--- src/rtl/pe_pix_sender_pkg.sv ---
// ------------------------------------------------------------------
// pe_pix_sender_pkg : shared widths, entry/job types and FSM states
// Rev 1.0
// ------------------------------------------------------------------
`default_nettype none

package pe_pix_sender_pkg;

  localparam int PIX_WD     = 8;
  localparam int BUS_PIX    = 4;
  localparam int BEAT_WD    = PIX_WD * BUS_PIX;
  localparam int JOB_ADDR_WD = 10;
  localparam int JOB_LEN_WD  = 8;

  localparam int FIFO_DEPTH = 2;
  localparam int CNT_WD     = 2;

  typedef logic [BEAT_WD-1:0] beat_t;

  typedef struct packed {
    beat_t data;
    logic  last;
  } pix_ent_t;

  typedef struct packed {
    logic [JOB_ADDR_WD-1:0] base;
    logic [JOB_ADDR_WD-1:0] stride;
    logic [JOB_LEN_WD-1:0]  len;
    logic [JOB_LEN_WD-1:0]  rep;
  } job_t;

  localparam logic [1:0] ST_IDLE  = 2'd0;
  localparam logic [1:0] ST_ISSUE = 2'd1;
  localparam logic [1:0] ST_DRAIN = 2'd2;
  localparam logic [1:0] ST_DONE  = 2'd3;

endpackage

`default_nettype wire

--- src/rtl/pe_pix_sender_skid.sv ---
// ------------------------------------------------------------------
// pix_skid_fifo : 2-entry {data, last} FIFO with registered head outputs
// Rev 1.0
// ------------------------------------------------------------------
`default_nettype none

module pix_skid_fifo
  import pe_pix_sender_pkg::*;
#(
  parameter int DATA_WD = 32
) (
  input  logic               i_clk,
  input  logic               i_rstn,
  input  logic               i_flush,
  input  logic               i_push,
  input  logic [DATA_WD-1:0] i_data,
  input  logic               i_last,
  input  logic               i_pop,
  output logic [DATA_WD-1:0] o_data,
  output logic               o_last,
  output logic               o_full,
  output logic               o_empty,
  output logic [CNT_WD-1:0]  o_cnt
);

  logic [DATA_WD-1:0] d0_q, d0_d, d1_q, d1_d;
  logic               l0_q, l0_d, l1_q, l1_d;
  logic [CNT_WD-1:0]  cnt_q, cnt_d;
  logic               do_pop, do_push;

  always_comb begin
    d0_d    = d0_q;
    d1_d    = d1_q;
    l0_d    = l0_q;
    l1_d    = l1_q;
    cnt_d   = cnt_q;
    do_pop  = i_pop & (cnt_q != '0);
    do_push = i_push & ((cnt_q != CNT_WD'(FIFO_DEPTH)) | do_pop);
    if (i_flush) begin
      cnt_d = '0;
    end else begin
      case ({do_push, do_pop})
        2'b10: begin
          if (cnt_q == '0) begin
            d0_d = i_data;
            l0_d = i_last;
          end else begin
            d1_d = i_data;
            l1_d = i_last;
          end
          cnt_d = cnt_q + CNT_WD'(1);
        end
        2'b01: begin
          d0_d  = d1_q;
          l0_d  = l1_q;
          cnt_d = cnt_q - CNT_WD'(1);
        end
        2'b11: begin
          // Occupancy is unchanged; the head advances and the new entry lands behind it.
          if (cnt_q == CNT_WD'(1)) begin
            d0_d = i_data;
            l0_d = i_last;
          end else begin
            d0_d = d1_q;
            l0_d = l1_q;
            d1_d = i_data;
            l1_d = i_last;
          end
        end
        default: ;
      endcase
    end
  end

  always_ff @(posedge i_clk or negedge i_rstn) begin
    if (!i_rstn) begin
      d0_q  <= '0;
      d1_q  <= '0;
      l0_q  <= 1'b0;
      l1_q  <= 1'b0;
      cnt_q <= '0;
    end else begin
      d0_q  <= d0_d;
      d1_q  <= d1_d;
      l0_q  <= l0_d;
      l1_q  <= l1_d;
      cnt_q <= cnt_d;
    end
  end

  assign o_data  = d0_q;
  assign o_last  = l0_q;
  assign o_cnt   = cnt_q;
  assign o_empty = (cnt_q == '0);
  assign o_full  = (cnt_q == CNT_WD'(FIFO_DEPTH));

endmodule

`default_nettype wire

--- src/rtl/pe_pix_sender.sv ---
// ------------------------------------------------------------------
// pe_pix_sender : streams strided SRAM beat runs (with replay) onto pbpix
// Rev 1.0
// ------------------------------------------------------------------
`default_nettype none

module pe_pix_sender #(
  parameter int PIX_WD  = 8,
  parameter int BUS_PIX = 4,
  parameter int ADDR_WD = 10,
  parameter int LEN_WD  = 8
) (
  input  logic                      i_clk,
  input  logic                      i_rstn,
  input  logic                      i_start,
  input  logic [ADDR_WD-1:0]        i_base,
  input  logic [ADDR_WD-1:0]        i_stride,
  input  logic [LEN_WD-1:0]         i_len,
  input  logic [LEN_WD-1:0]         i_rep,
  input  logic                      i_clear,
  output logic                      o_busy,
  output logic                      o_done,
  output logic                      o_sram_ce,
  output logic [ADDR_WD-1:0]        o_sram_addr,
  input  logic [PIX_WD*BUS_PIX-1:0] i_sram_rdata,
  output logic                      o_pix_val,
  input  logic                      i_pix_rdy,
  output logic [PIX_WD*BUS_PIX-1:0] o_pix_data,
  output logic                      o_pix_last
);

  import pe_pix_sender_pkg::*;

  logic [1:0]         state_q, state_d;
  logic [ADDR_WD-1:0] base_q, base_d, stride_q, stride_d, addr_q, addr_d;
  logic [LEN_WD-1:0]  len_q, len_d, rep_q, rep_d;
  logic [LEN_WD-1:0]  beat_cnt_q, beat_cnt_d, rep_cnt_q, rep_cnt_d;
  logic               inflight_q, inflight_d, inflight_last_q, inflight_last_d;

  logic               pop, push, issue, last_beat, last_pass;
  logic [CNT_WD:0]    occ;
  logic [CNT_WD-1:0]  fifo_cnt;
  logic               fifo_empty, fifo_full;

  assign pop  = o_pix_val & i_pix_rdy;
  // A read only lands when there is room for it, so the full guard never bites.
  assign push = inflight_q & (~fifo_full | pop);
  assign occ  = (CNT_WD+1)'(fifo_cnt) + (CNT_WD+1)'(inflight_q) - (CNT_WD+1)'(pop);
  assign issue = (state_q == ST_ISSUE) & ~i_clear & (occ < (CNT_WD+1)'(FIFO_DEPTH));
  assign last_beat = (beat_cnt_q == len_q);
  assign last_pass = (rep_cnt_q == rep_q);

  always_comb begin
    state_d         = state_q;
    base_d          = base_q;
    stride_d        = stride_q;
    len_d           = len_q;
    rep_d           = rep_q;
    addr_d          = addr_q;
    beat_cnt_d      = beat_cnt_q;
    rep_cnt_d       = rep_cnt_q;
    inflight_d      = 1'b0;
    inflight_last_d = 1'b0;
    if (i_clear) begin
      state_d = ST_IDLE;
    end else begin
      case (state_q)
        ST_IDLE: begin
          if (i_start) begin
            base_d     = i_base;
            stride_d   = i_stride;
            len_d      = i_len;
            rep_d      = i_rep;
            addr_d     = i_base;
            beat_cnt_d = '0;
            rep_cnt_d  = '0;
            state_d    = ST_ISSUE;
          end
        end
        ST_ISSUE: begin
          if (issue) begin
            inflight_d      = 1'b1;
            inflight_last_d = last_beat;
            if (last_beat) begin
              addr_d     = base_q;
              beat_cnt_d = '0;
              if (last_pass) state_d = ST_DRAIN;
              else rep_cnt_d = rep_cnt_q + LEN_WD'(1);
            end else begin
              addr_d     = addr_q + stride_q;
              beat_cnt_d = beat_cnt_q + LEN_WD'(1);
            end
          end
        end
        ST_DRAIN: begin
          // Finish as the final beat is taken, so o_done follows acceptance by one cycle.
          if (!inflight_q && (fifo_empty || (fifo_cnt == CNT_WD'(1) && pop)))
            state_d = ST_DONE;
        end
        ST_DONE:  state_d = ST_IDLE;
        default:  state_d = ST_IDLE;
      endcase
    end
  end

  always_ff @(posedge i_clk or negedge i_rstn) begin
    if (!i_rstn) begin
      state_q         <= ST_IDLE;
      base_q          <= '0;
      stride_q        <= '0;
      len_q           <= '0;
      rep_q           <= '0;
      addr_q          <= '0;
      beat_cnt_q      <= '0;
      rep_cnt_q       <= '0;
      inflight_q      <= 1'b0;
      inflight_last_q <= 1'b0;
    end else begin
      state_q         <= state_d;
      base_q          <= base_d;
      stride_q        <= stride_d;
      len_q           <= len_d;
      rep_q           <= rep_d;
      addr_q          <= addr_d;
      beat_cnt_q      <= beat_cnt_d;
      rep_cnt_q       <= rep_cnt_d;
      inflight_q      <= inflight_d;
      inflight_last_q <= inflight_last_d;
    end
  end

  pix_skid_fifo #(
    .DATA_WD (PIX_WD*BUS_PIX)
  ) u_fifo (
    .i_clk   (i_clk),
    .i_rstn  (i_rstn),
    .i_flush (i_clear),
    .i_push  (push),
    .i_data  (i_sram_rdata),
    .i_last  (inflight_last_q),
    .i_pop   (pop),
    .o_data  (o_pix_data),
    .o_last  (o_pix_last),
    .o_full  (fifo_full),
    .o_empty (fifo_empty),
    .o_cnt   (fifo_cnt)
  );

  assign o_pix_val   = ~fifo_empty;
  assign o_busy      = (state_q != ST_IDLE);
  assign o_done      = (state_q == ST_DONE);
  assign o_sram_ce   = issue;
  assign o_sram_addr = addr_q;

endmodule

`default_nettype wire

--- config.mk ---
export PLATFORM = sky130hd
export DESIGN_NAME = pe_pix_sender
export DESIGN_NICKNAME = d
export VERILOG_FILES = /design/src/rtl/pe_pix_sender_pkg.sv /design/src/rtl/pe_pix_sender_skid.sv /design/src/rtl/pe_pix_sender.sv
export SDC_FILE = /design/constraint.sdc
export NUM_CORES = 1
export LEC_CHECK = 0
export CORE_AREA = 2 2 121 123
export CTS_BUF_LIST = sky130_fd_sc_hd__clkbuf_2 sky130_fd_sc_hd__clkbuf_4 sky130_fd_sc_hd__clkbuf_8
export CTS_CLUSTER_SIZE = 30
export DETAILED_ROUTE_END_ITERATION = 8
export DIE_AREA = 0 0 123 125
export GPL_ROUTABILITY_DRIVEN = 0
export PLACE_DENSITY = 0.78
export SYNTH_ARGS = -nofsm -noshare
export SYNTH_HDL_FRONTEND = slang
export SYNTH_SLANG_ARGS = --single-unit
--- constraint.sdc ---
create_clock -name i_clk -period 2.8 [get_ports i_clk]
set_input_delay 0.84 -clock i_clk [delete_from_list [all_inputs] [get_ports i_clk]]
set_output_delay 0.84 -clock i_clk [all_outputs]
set_load 0.02 [all_outputs]
---- Word-level counts from Yosys, hierarchy flattened ----
Cells that the tools add are included.
operators by class
  add/subtract/negate cells ............... 7
  order comparisons ....................... 1
  equal/unequal tests ..................... 23
  mux-type cells .......................... 39
  bitwise gates (word level) .............. 11
  reduce and logical (&&, ||, !) cells .... 18
operator list
  operator                                                               count
  32-bit two-way mux                                                     4
  32-bit one-hot mux with 3 select lines                                 1
  32-bit one-hot mux with 2 select lines                                 1
  8-bit two-way mux                                                      6
  8-bit one-hot mux with 2 select lines                                  2
  10-bit two-way mux                                                     3
  10-bit one-hot mux with 2 select lines                                 1
  8-bit by 1-bit adder with 8-bit output, second input constant          2
  8-bit equality test                                                    2
  2-bit != test, second input constant                                   8
  3-bit != test, second input constant                                   5
  2-bit two-way mux                                                      7
  10-bit adder                                                           1
  2-bit equality test, second input constant                             5
  1-bit two-way mux                                                      10
  2-bit one-hot mux with 4 select lines                                  1
  4-bit AND reduction                                                    2
  2-bit nonzero test                                                     4
  1-bit AND                                                              6
  2-bit by 1-bit equality test with 1-bit output, second input constant  3
  3-bit AND reduction                                                    2
  6-bit AND reduction                                                    1
  3-bit nonzero test                                                     2
  5-bit AND reduction                                                    1
  14 further kinds                                                       19
word-level totals
  flip-flop bits (word level) ............. 134
  output and inout port bits .............. 47
  word-level logic and storage cells ...... 114

---- Depth between registers and ports, before layout ----
  depth in word-level cells ............... 9
  depth in mapped cells ................... 13

---- By module ----
Synthesis repeated with hierarchy kept, for this count alone.
second synthesis, totals
  cells, all modules ...................... 575
  area total of the unflattened synthesis .. 6811.5 sq um
by module, submodules not included
  module         instances  cells an instance  area each (sq um)  seq. area each (sq um)
  pe_pix_sender  1          338                3714.8             1651.6
  pix_skid_fifo  1          237                3096.7             1701.6

---- Worst setup path after synthesis ----
Ideal clock, no wire load.
  path kind ............................... input-to-output
  start point ............................. input i_pix_rdy
  end point ............................... output o_sram_ce
  arrival ................................. 2.341 ns
  required time ........................... 1.960 ns
  path slack .............................. -0.381 ns
  stages .................................. 7
  cells stage by stage .................... nand2b_1 nor2_1 o21ai_0 fa_1 xnor2_1 nand3_1 nor2_1
between the ends
  word-level cells in the longest chain between the ends .. 4
ends and longest elaborated chain
  item                                           line                 text
  start, declared                                pe_pix_sender.sv:27  input logic i_pix_rdy,
  1-bit AND                                      pe_pix_sender.sv:45  assign pop = o_pix_val & i_pix_rdy;
  3-bit by 1-bit subtractor with 3-bit output    pe_pix_sender.sv:48  assign occ = (CNT_WD+1)'(fifo_cnt) + (CNT_WD+1)'(inflight_q) - (CNT_WD+1)'(pop);
  3-bit by 2-bit < comparator with 1-bit output  pe_pix_sender.sv:49  assign issue = (state_q == ST_ISSUE) & ~i_clear & (occ < (CNT_WD+1)'(FIFO_DEPTH));
  1-bit AND                                      pe_pix_sender.sv:49
  end, declared                                  pe_pix_sender.sv:23  output logic o_sram_ce,
No other way between the ends.

---- Final worst setup path ----
  start point ............................. register u_fifo.cnt_q[1], in the netlist u_fifo.o_cnt[1]
  end point ............................... output o_sram_ce
between the ends
  word-level cells in the longest chain between the ends .. 6
  elaborated cells between the ends (all ways) .. 7
  classes of those cells .................. 2 x add/sub; 1 x order compare; 3 x bitwise; 1 x reduce/logical
ends and longest elaborated chain
  item                                                                                            line                      text
  start, declared                                                                                 pe_pix_sender_skid.sv:28  logic [CNT_WD-1:0] cnt_q, cnt_d;
  start signal, assigned                                                                          pe_pix_sender_skid.sv:87  cnt_q <= cnt_d;
  parallel branches: the longest is 3 deep, another holds 2-bit by 1-bit adder with 3-bit output  n/a
  3-bit by 1-bit subtractor with 3-bit output (*)                                                 pe_pix_sender.sv:48
  3-bit by 2-bit < comparator with 1-bit output (*)                                               pe_pix_sender.sv:49
  1-bit AND (*)                                                                                   pe_pix_sender.sv:49
Mark *: on every way between the ends.

==> impl_metrics.yaml <==
placement:
  dp.cells: 893
  port_buffers: 119
  dp_hpwl_mm: 10.7
global_route:
  antenna_found_initial: 0
  gr-total-overflow: 0
  grt_pass1_vias: 5293
  grt_usage_pct: 20.6
  grt_max_degree: 74
  grt_pass1_wl_mm: 25.1
synthesis:
  mappedNetlistNets: 684
  ys_warn_count: 0
  synthDistinctLibCells: 69
  synth_flop_cell: "dfrtp_1"
  avgSynthCellArea_um2: 11.6
  netlist_area_mm2: 0.00685
  synth-edff-count: 0
  synthCells: 591
  synthArstFlopShare_pct: 100
  ys_seq_area_share_pct: 48.9
  ys_ff_latch: 134
critical_path:
  cpPeakStageDelay_ns: 0.41
  crit_buf_inv: 3
  cp_top_family: "adder cells"
  path_cells: "inv_2 > ha_4 > nand2b_4 > nor2_4 > buf_6 > fa_2 > xnor2_2 > nand3_2 > nor2_4 > buf_6"
  cp-end-kind: "primary output"
  worst-path-max-fanout: 4
  arrival_ns: 2.27
  path_class: "register to primary output"
  crit_slowest_cell: "dfrtp_2"
  critPathRequiredTime_ns: 1.96
  cp-start-kind: "register"
sta:
  tns_ns: -0.305
  rsz0062_at_grt: "true"
  hold_viol: 0
  clock_skew_ns: 0.00959
  max_freq_ghz: 0.322
  fin_crit_ns: 3.11
  finalMaxSlewViolations: 0
  min_period_over_period_pct: 111
  tightest_slew_ns: 0.861
  setup_viol: 1
  fin_ws_ns: -0.305
  slew_headroom_pct: 42.5
  hold_ws_ns: 0.349
die:
  io_pins: 120
  fp.dieW_um: 123
  initial_core_util_pct: 48.3
  die_y_um: 125
  std_cell_rows: 44
  die_area_mm2: 0.0154
  core_area_mm2: 0.0142
cts:
  htreeDepth: 4
  cts.clk_slew.worst_paths_ns: 0.07
  cts.sinks: 134
  cts_hold_buf: 0
  clock_latency_ns: 0.44
  cts_tree: "built"
  root_buffer: "clkbuf_8"
  clockBufferDepth: 2
  cts_buffers: 17
power:
  p_per_area_mw_per_mm2: 1140
  leakage_uw: 0.00416
  peakVddDrop_uv: 519
detailed_routing:
  first_iter_violations: 267
  detail_route.first_pass.iterations: 4
  via_count: 5109
  via_per_inst: 5.48
  drc: 0
  drt-total-wl_mm: 15.4
  ant_nets: 0
  wl_per_cell_um: 16.5
final_layout:
  layout-drive-gt1-share_pct: 25.4
  fillers: 1077
  final_cell_count_no_fill: 932
  n_antenna_cell: 0
  area_delta_synth_final_pct: 31.8
  finalNetCount: 828
hold_path:
  hold_class: "primary input to asynchronous set/reset pin"
job:
  maxCapViolCount: 0
run_status:
  outcome: "complete, but fails checks"
  violations: "negative setup slack"
==> layer usage <==
layer | part of all wire [%] | vias up | global-route usage [%]
met3 | 5.1 | 18 | 4.01
met5 | 0 | - | 0
met2 | 49 | 139 | 34.3
met1 | 44 | 2528 | 26.4
met4 | 1.6 | 0 | 7.62
li1 | - | 2424 | -
==> cell usage in the layout, fill, tap and decap left out, types with 5 or more instances in the layout <==
cell type        synthesis  final
nor2b_1                  7      7
a21oi_1                 49     47
nand2_1                 18     18
clkdlybuf4s50_1          0    116
bufinv_16                0      5
nand3_1                 15     14
a21o_1                   7      6
clkbuf_8                 2     19
and3_1                   8      8
mux2_2                  70     70
xor2_1                   5      5
nor2_1                  56     53
inv_1                   13     10
buf_12                   0      5
buf_4                    2     32
xnor2_2                  5      6
mux2i_1                 39     39
dfrtp_1                134    133
nor3_1                   5      5
xnor2_1                 11     10
a22o_1                   8      8
o21ai_0                 11     10
clkinv_2                 0      5
ha_1                    18     17
==> where the power goes <==
part	switching [uW]	internal, uW	leakage [uW]	total, uW
sequential	526	2720	0.00166	3250
clock	708	1130	0.000241	1840
combinational	2590	2600	0.00226	5190
total	3820	6450	0.00416	10300
==> worst reg2reg max path, cell delays in order, from the launching register on <==
cell	delay, ns
dfrtp_2	0.41
inv_2	0.07
ha_4	0.15
nand2b_4	0.14
nor2_4	0.04
buf_6	0.10
fa_2	0.37
xnor2_2	0.20
buf_4	0.13
buf_4	0.11
a31o_4	0.20
and2_4	0.22
o21ai_0	0.12
a22o_1	0.26
==> area by class of cell <==
cell class                      count  area (um2)  area share, %
Multi-Input combinational cell    411        3380           37.4
Sequential cell                   134        3350           37.1
Timing Repair Buffer              158        1560           17.2
Clock buffer                       22         284           3.14
Tap cell                          184         230           2.55
Clock inverter                     10         175           1.94
Inverter                           13        48.8          0.540
==> final timing paths <==
check                                 from                 to  slack [ns]  depth (start not counted)
min                                 i_rstn  u_fifo.o_data[30]        0.35                          1
max in group asynchronous           i_rstn    u_fifo.o_cnt[1]        1.71                          2
max reg2reg                u_fifo.o_cnt[1]      beat_cnt_q[5]        0.16                         13
max                        u_fifo.o_cnt[1]          o_sram_ce       -0.31                         10
min in group i_clk               base_q[2]          base_q[2]        0.51                          1
min reg2reg                      base_q[2]          base_q[2]        0.51                          1
==> cells in the mapped netlist (all sizes together) (2+ instances only) <==
cell / n / area share [%]
mux2i: 39 / 5.7
fa: 2 / 0.58
o31a: 4 / 0.51
or3: 2 / 0.18
a41oi: 3 / 0.49
a31oi: 4 / 0.37
nor2: 56 / 3.1
a31o: 4 / 0.51
dfrtp: 134 / 49
a211oi: 5 / 0.73
a22o: 8 / 1.0
nand4: 6 / 0.86
and4: 4 / 0.53
nor3: 5 / 0.37
mux2: 71 / 12
buf: 22 / 1.8
o211ai: 2 / 0.22
nand2: 19 / 1.1
a221o: 3 / 0.44
nor3b: 2 / 0.29
a21o: 8 / 0.89
a21oi: 49 / 3.6
a221oi: 2 / 0.26
nand3: 15 / 1.1
ha: 18 / 3.3
and3: 10 / 0.95
inv: 13 / 0.71
nand2b: 5 / 0.46
nor4: 2 / 0.49
clkbuf: 11 / 0.93
xnor2: 16 / 2.6
o22a: 2 / 0.26
xor2: 9 / 1.6
nor2b: 7 / 0.64
o21ai: 15 / 1.1
a311oi: 2 / 0.26
==> cells by family after synthesis <==
| logic type | Yosys count | synth area share (%) |
|---|---|---|
| simple gates | 136 | 10.3 |
| fa+ha+maj | 20 | 3.87 |
| mux | 110 | 17.4 |
| flops | 134 | 48.9 |
| compound gates | 119 | 11.7 |
| buf+inv | 47 | 3.61 |
| xor+xnor | 25 | 4.18 |
==> what timing repair did <==
item,CTS,global route
gates cloned,0,1
endpoints found under the hold margin,0,0
pin swaps,6,7
endpoints found under the setup margin,24,23
gates resized for setup,17,9
setup buffers,3,5
==> stage by stage <==
stage / instance area, um2 / worst slack [ns] / utilization (%) / total power, uW
global route: 9030 / -0.413 / 63.6 / 11000
floorplan: 6900 / -0.0520 / - / 6450
CTS: 8950 / -0.323 / 63.0 / 10200
global placement: 8440 / -1.10 / 59.4 / 8000
finish: 9030 / -0.305 / 63.6 / 10300
detailed placement: 8440 / -1.14 / 59.4 / 8210
==> flip-flops by register name, indices dropped and copies added, names as in the netlist <==
signal / count
u_fifo.d1_q: 32
u_fifo.o_data: 32
base_q: 10
o_sram_addr: 10
stride_q: 10
beat_cnt_q: 8
len_q: 8
rep_cnt_q: 8
rep_q: 8
state_q: 2
u_fifo.o_cnt: 2
inflight_last_q: 1
inflight_q: 1
u_fifo.l1_q: 1
u_fifo.o_last: 1
Power figures use the tool's default switching activity.
